### config.mk
export PLATFORM = sky130hd
export DESIGN_NAME = decade_down_counter
export DESIGN_NICKNAME = d
export VERILOG_FILES = /design/src/rtl/decade_down_counter_pkg.sv /design/src/rtl/bcd_down_digit.sv /design/src/rtl/decade_down_counter.sv
export SDC_FILE = /design/constraint.sdc
export NUM_CORES = 1
export LEC_CHECK = 0
export ABC_AREA = 1
export ABC_CLOCK_PERIOD_IN_PS = 2500
export CORE_UTILIZATION = 45
export CTS_CLUSTER_DIAMETER = 60
export DETAILED_ROUTE_END_ITERATION = 7
export HOLD_SLACK_MARGIN = 0.02
export PLACE_DENSITY = 0.72
export SLEW_MARGIN = 10
export SYNTH_ARGS = -nofsm -noshare
export SYNTH_HDL_FRONTEND = slang
export SYNTH_SLANG_ARGS = --single-unit
### constraint.sdc
create_clock -name clock -period 2.5 [get_ports clock]
set_input_delay 0.5 -clock clock [delete_from_list [all_inputs] [get_ports clock]]
set_output_delay 0.5 -clock clock [all_outputs]
set_load 0.03 [all_outputs]
### src/rtl/decade_down_counter_pkg.sv
// Shared constants and helpers for the BCD down-counter.
//   BCD_MAX_DIGIT : largest legal BCD digit (9)
//   BCD_ZERO      : BCD zero digit
//   is_bcd_digit  : returns 1 when a 4-bit nibble is a legal BCD digit
package decade_down_counter_pkg;

    localparam logic [3:0] BCD_MAX_DIGIT = 4'd9;
    localparam logic [3:0] BCD_ZERO      = 4'd0;

    function automatic logic is_bcd_digit(input logic [3:0] d);
        return (d <= BCD_MAX_DIGIT);
    endfunction

endpackage

### src/rtl/bcd_down_digit.sv
// One BCD digit of the down-counter borrow chain (purely combinational).
// Ports:
//   digit      : current value of this digit
//   borrow_in  : decrement request from the lower digit (or the enable for digit 0)
//   load       : replace the digit with load_digit (overrides borrow_in)
//   load_digit : value used when load is high
//   next_digit : value to register on the next edge
//   borrow_out : this digit wraps 0 -> 9, so the next digit must decrement
module bcd_down_digit
    import decade_down_counter_pkg::*;
(
    input  logic [3:0] digit,
    input  logic       borrow_in,
    input  logic       load,
    input  logic [3:0] load_digit,
    output logic [3:0] next_digit,
    output logic       borrow_out
);

    always_comb begin
        next_digit = digit;
        if (load) begin
            next_digit = load_digit;
        end else if (borrow_in) begin
            next_digit = (digit == BCD_ZERO) ? BCD_MAX_DIGIT : (digit - 4'd1);
        end
    end

    assign borrow_out = (digit == BCD_ZERO) && borrow_in;

endmodule

### src/rtl/decade_down_counter.sv
// Loadable cascaded BCD down-counter with terminal-count flag and optional
// auto-reload from the last accepted load value.
// Ports:
//   clock       : rising-edge clock
//   reset_n     : asynchronous active-low reset
//   en          : count enable, one decrement per clock
//   load        : load strobe (wins over en); samples load_val
//   load_val    : BCD value to load, digit 0 in bits [3:0]
//   auto_reload : 0 = stop at zero, 1 = reload from last loaded value
//   count       : current BCD value (registered)
//   zero        : count == 0 (combinational)
//   tc          : one-cycle pulse on the edge count reaches zero
//   busy        : counter armed
//   load_err    : one-cycle pulse after a load with a non-BCD digit
module decade_down_counter
    import decade_down_counter_pkg::*;
#(
    parameter int DIGITS = 2
) (
    input  logic                  clock,
    input  logic                  reset_n,
    input  logic                  en,
    input  logic                  load,
    input  logic [4*DIGITS-1:0]   load_val,
    input  logic                  auto_reload,
    output logic [4*DIGITS-1:0]   count,
    output logic                  zero,
    output logic                  tc,
    output logic                  busy,
    output logic                  load_err
);

    localparam int W = 4 * DIGITS;
    localparam logic [W-1:0] COUNT_ONE = W'(1);

    logic [W-1:0]    count_q;
    logic [W-1:0]    reload_q;
    logic            busy_q;
    logic            tc_q;
    logic            load_err_q;

    logic            load_valid;
    logic            count_nz;
    logic            dec;
    logic            reload_now;
    logic            digit_load;
    logic [W-1:0]    digit_load_val;
    logic [W-1:0]    next_count;
    logic [DIGITS:0] borrow;

    always_comb begin
        load_valid = 1'b1;
        for (int i = 0; i < DIGITS; i++) begin
            if (!is_bcd_digit(load_val[4*i +: 4])) begin
                load_valid = 1'b0;
            end
        end
    end

    assign count_nz   = (count_q != '0);
    assign dec        = !load && en && busy_q && count_nz;
    // An armed auto-reload counter sitting at zero spends one enabled
    // cycle there, then reloads; this gives an N+1 cycle period.
    assign reload_now = !load && en && busy_q && !count_nz && auto_reload;

    // Loads and reloads share the digits' parallel-load path.
    assign digit_load     = (load && load_valid) || reload_now;
    assign digit_load_val = load ? load_val : reload_q;
    assign borrow[0]      = dec;

    for (genvar g = 0; g < DIGITS; g++) begin : g_digit
        bcd_down_digit u_digit (
            .digit      (count_q[4*g +: 4]),
            .borrow_in  (borrow[g]),
            .load       (digit_load),
            .load_digit (digit_load_val[4*g +: 4]),
            .next_digit (next_count[4*g +: 4]),
            .borrow_out (borrow[g+1])
        );
    end

    always_ff @(posedge clock or negedge reset_n) begin
        if (!reset_n) begin
            count_q    <= '0;
            reload_q   <= '0;
            busy_q     <= 1'b0;
            tc_q       <= 1'b0;
            load_err_q <= 1'b0;
        end else begin
            tc_q       <= 1'b0;
            load_err_q <= 1'b0;
            count_q    <= next_count;
            if (load) begin
                if (load_valid) begin
                    reload_q <= load_val;
                    busy_q   <= (load_val != '0);
                end else begin
                    load_err_q <= 1'b1;
                end
            end else if (dec && (count_q == COUNT_ONE)) begin
                tc_q <= 1'b1;
                if (!auto_reload) begin
                    busy_q <= 1'b0;
                end
            end else if (busy_q && !count_nz && !auto_reload) begin
                // auto_reload dropped while parked at zero: disarm.
                busy_q <= 1'b0;
            end
        end
    end

    assign count    = count_q;
    assign zero     = (count_q == '0);
    assign tc       = tc_q;
    assign busy     = busy_q;
    assign load_err = load_err_q;

endmodule
Word level (Yosys, flattened, before mapping)
Cells that the tools add are included. Widths: inputs -> output; s select.

Bits in registers: 19. Logic and storage cells: 55. Bits of input ports: 13. Output and inout port bits: 12.

Multiplexer cells: 18. $add $sub $neg: 2. Order comparisons: 2. Equal/unequal tests: 3. Reduce and logical (&&, ||, !) cells: 24.

Operators with widths (number): $mux 4 (6); $reduce_bool 8->1 (2); $mux 1 (11); $logic_and 1x1->1 (10); $eq 8x1->1 const B (1); $le 4x4->1 const B (2); $logic_not 4->1 (2); $logic_not 8->1 (1); $mux 8 (1); $sub 4x1->4 const B (2); $reduce_bool 2->1 (2); $logic_not 1->1 (3); $ne 3x3->1 const B (1); $reduce_and 3->1 (1); $reduce_bool 3->1 (1); $ne 2x1->1 const B (1); $reduce_and 2->1 (1); $logic_or 1x1->1 (1).

Depth between registers and ports, before layout
Depth after elaboration: 7. Gate-level depth with buffers: 10. Mapped depth without buffers: 9.

Cells and area by module
A second synthesis with hierarchy kept.

Cell total of the unflattened synthesis: 158. Area, all modules: 1157.4 µm².

Modules (own cells, without submodules): decade_down_counter (instances 1, seq. area each 475.5 µm², cells an instance 98, area each 882.1 µm²); bcd_down_digit (instances 2, seq. area each 0.0 µm², cells an instance 30, area each 137.6 µm²).

Worst setup path before layout
OpenSTA, ideal clock, no wires.

Kind: register -> register. Start: reg count_q[6], in the netlist count[6]. End: reg count_q[5], in the netlist count[5]. Setup time: 0.126 ns. Period minus slack after synthesis: 1.605 ns. Path buffers: 1. Required time: 2.374 ns. Arrival time: 1.479 ns. Stages on the path, launching flop included: 10. Slack: 0.895 ns. Path through: dfrtp_1 nor2_2 nand2_4 nor2_8 nand3_4 nand2_2 buf_6 inv_2 nand3_1 nand3_1.

Cells in the longest elaborated chain, start to end: 6. Elaborated cells between the ends (all ways): 12. Classes of those cells: mux: 3; reduce/logical: 9.

Ends and longest elaborated chain: start: declaration (RTL line decade_down_counter.sv:36) `logic [W-1:0] count_q;`; start signal: assignment (RTL line decade_down_counter.sv:92) `count_q <= next_count;`; $reduce_bool 8->1 (RTL line decade_down_counter.sv:60) `assign count_nz = (count_q != '0);`; $logic_not 1->1 (RTL line decade_down_counter.sv:64) `assign reload_now = !load && en && busy_q && !count_nz && auto_reload;`; $logic_and 1x1->1 (2 in a row) (RTL line decade_down_counter.sv:64); $logic_or 1x1->1 (RTL line decade_down_counter.sv:67) `assign digit_load = (load && load_valid) || reload_now;`; $mux 4 / $reduce_bool 2->1 (equally long branches).

Parallel ways exist; a longest one is shown, timed or not. The select of a mux whose other input is x is not followed. A chain may end at the register's enable or synchronous reset.

Worst setup path after layout
Start: reg count_q[5], in the netlist count[5]. End: out zero.

Cells in the longest elaborated chain, start to end: 1.

Ends and longest elaborated chain: $logic_not 8->1 (RTL line decade_down_counter.sv:113) `assign zero = (count_q == '0);`; end: declaration (RTL line decade_down_counter.sv:27) `output logic zero,`.

Every way passes these cells.

==> results by group <==
Layout
  • Area Growth Syn to Fin: 25.96%
  • Final net count: 205
  • FILL cells: 251
  • Non-Filler Instances: 221
  • Share of cells above drive strength 1: 12.04%
  • Most frequent cells in the layout: nand2_1, clkdlybuf4s50_1, inv_1
  • Register area: 475.5 um2
  • Most common cell after layout, fill and taps aside: nand2_1
  • Antenna diode count: 0
  • Multi-input gate area: 578.1 um2

Detailed routing
  • Post-route DRC: 0
  • Drt wl/cell: 11.95 um
  • Antenna-violating nets left: 0
  • DR vias/cell: 4.937
  • DR pass1 iterations: 4
  • Via count: 1091
  • DRT iter0 DRCs: 9
  • Aggregate routed wire length: 2640 um

Worst setup path
  • Slowest CP cell: clkdlybuf4s50_1
  • Crit start category: flip-flop
  • Worst r2r src: count[5]
  • Largest stage delay on the critical path: 680 ps
  • Max FO, Critical Path: 5
  • Worst path cell trace: nor2_4, nand2_4, nor2_8, clkdlybuf4s50_1
  • Req. time, crit path: 2000 ps
  • CP Class: reg2out
  • Crit path DAT: 1880 ps
  • CP endpoint kind: output port
  • Setup crit start: count[5]

GRT
  • First-pass GRT wire length: 4250 um
  • Largest net degree at the start of global routing: 20
  • Vias in the first global route: 960
  • Gr usage total: 21.52%
  • Initial antenna violation count: 0
  • Global route overflow: 0

Clocking
  • Clock slew at reported path FFs: 120 ps
  • # H-tree levels: 1
  • Setup bufs post-CTS: 0
  • CTS sink cnt: 19
  • Clock root buffer master: clkbuf_4
  • # hold bufs at CTS: 0
  • TritonCTS buffer count: 3
  • Clock Path Buffers: 2
  • PostCTS Resize Cnt: 0
  • CTS tree: done
  • Clock latency at the later pin of the worst-skew pair: 310 ps

Floorplanning
  • IO Count: 25
  • Width of the die: 53.02 um
  • Die Ht: 53.02 um
  • # rows: 18
  • Initial Util: 47.27%
  • Core Region: 2477 um2
  • Die ar.: 2811 um2

STA
  • Fin. max-slew vios: 0
  • Worst slew pin tran: 317.6 ps
  • RSZ-0062 raised after global routing: no
  • Fmax: 0.4203 GHz
  • Sum of negative setup slack: 0 ps
  • Hold Violations, Final: 0
  • Slew headroom: 78.76%
  • Skew final: 7.825 ps
  • Crit path time final: 2379 ps
  • Final setup viols: 0
  • Period utilization: 95.17%
  • Final worst slack: 120.6 ps

Outcome
  • Status: completed

Yosys
  • Mapped Nets: 177
  • Synth Cell Area: 1171 um2
  • Post-synthesis sequential area ratio: 40.60%
  • Top-area cell type share of the netlist area: 40.60%
  • Cell count after synthesis: 164
  • Biggest area consumer among synthesized cells: dfrtp_1
  • Yosys warnings: 0
  • FF+latch count, synth: 19
  • Ranking of synthesized cells by area: dfrtp_1, nand2_1, inv_1, nand3_1, o21ai_1
  • Mean post-synth cell area: 7.141 um2
  • Post-synth cell types: 24

Min path
  • Worst min-delay path class: reg2reg
  • Hold_sp: reload_q[3]

Place
  • Placed cells: 217
  • IO Port Bufs: 24
  • Pre-CTS worst setup slack: 456.5 ps
  • Routability-driven placement congestion ratio: 0.8331
  • Dpl hpwl: 2051 um

Pwr
  • P_leak: 0.7698 nW
  • Total power: 1.201 mW
  • Power per cell area: 814.0 nW/um2
  • VDD IR max: 0.4585 mV

Job
  • Max cap viols: 0
worst max-delay path, delay by kind of cell, from the launching register on:
kind	cells	cell delay [ps]
buf+inv	1	680
flops	1	460
simple gates	3	430
kinds of logic after synthesis:
family          share of synthesized area [%]
flops                                   40.60
compound gates                          10.26
simple gates                            39.10
buf+inv                                 10.04
layer usage:
metal / wire, um / global-route usage [%]
met5: 0 / 0
met4: 51 / 10.53
met3: 74 / 2.586
met2: 1272 / 36.92
met1: 1241 / 26.33
path summary, 6_finish.rpt:
check,end,slack [ps],depth (start not counted)
worst max-delay path,zero,120,4
worst min register to register,reload_q[3],500,2
worst max register to register,count[5],950,8
max in group asynchronous,load_err,1780,2
min in group asynchronous,count[1],510,2
worst min-delay path,reload_q[3],500,2
registers in the layout, indices dropped and copies added, names as in the netlist:
signal and flops:
count 8, reload_q 8, busy 1, load_err 1, tc 1
cell usage after synthesis:
cell	instances
inv_1	20
clkinv_1	1
nor2_2	4
clkbuf_1	2
nand2_1	55
o21ai_1	12
nand3_1	13
o211ai_1	2
or2_1	1
nand3_2	1
nor3_1	1
buf_6	1
nand3_4	1
o21ai_0	8
nand2_4	2
buf_2	1
dfrtp_1	19
a21oi_1	1
nand2_2	1
nor2_4	2
nor2_8	1
inv_2	4
nor2_1	7
nand4_1	4
metrics by stage:
| step | util (%) | area [um2] | hold slack, ps |
|---|---|---|---|
| 6_report | 59.55 | 1475 | 503.1 |
| 5_1_grt | 59.55 | 1475 | 540.9 |
| 4_1_cts | 59.55 | 1475 | 508.6 |
| 3_5_place_dp | 58.43 | 1448 | 482.3 |
| 3_3_place_gp | 58.43 | 1448 | 477.5 |
| 2_1_floorplan | - | 1171 | 204.4 |
power breakdown:
part	total, mW	internal (mW)	switching (mW)
registers	0.458	0.377	0.0805
clock network	0.162	0.0598	0.103
logic	0.581	0.223	0.358
layout make-up:
class                           instances  share of cell area, %
Inverter                               25                  6.361
Sequential cell                        19                  32.23
Tap cell                               30                  2.545
Multi-Input combinational cell        116                  39.19
Clock buffer                            3                  1.527
Timing Repair Buffer                   27                  17.81
Clock inverter                          1                 0.3393
Note: power is estimated with default switching activity, not from simulation.
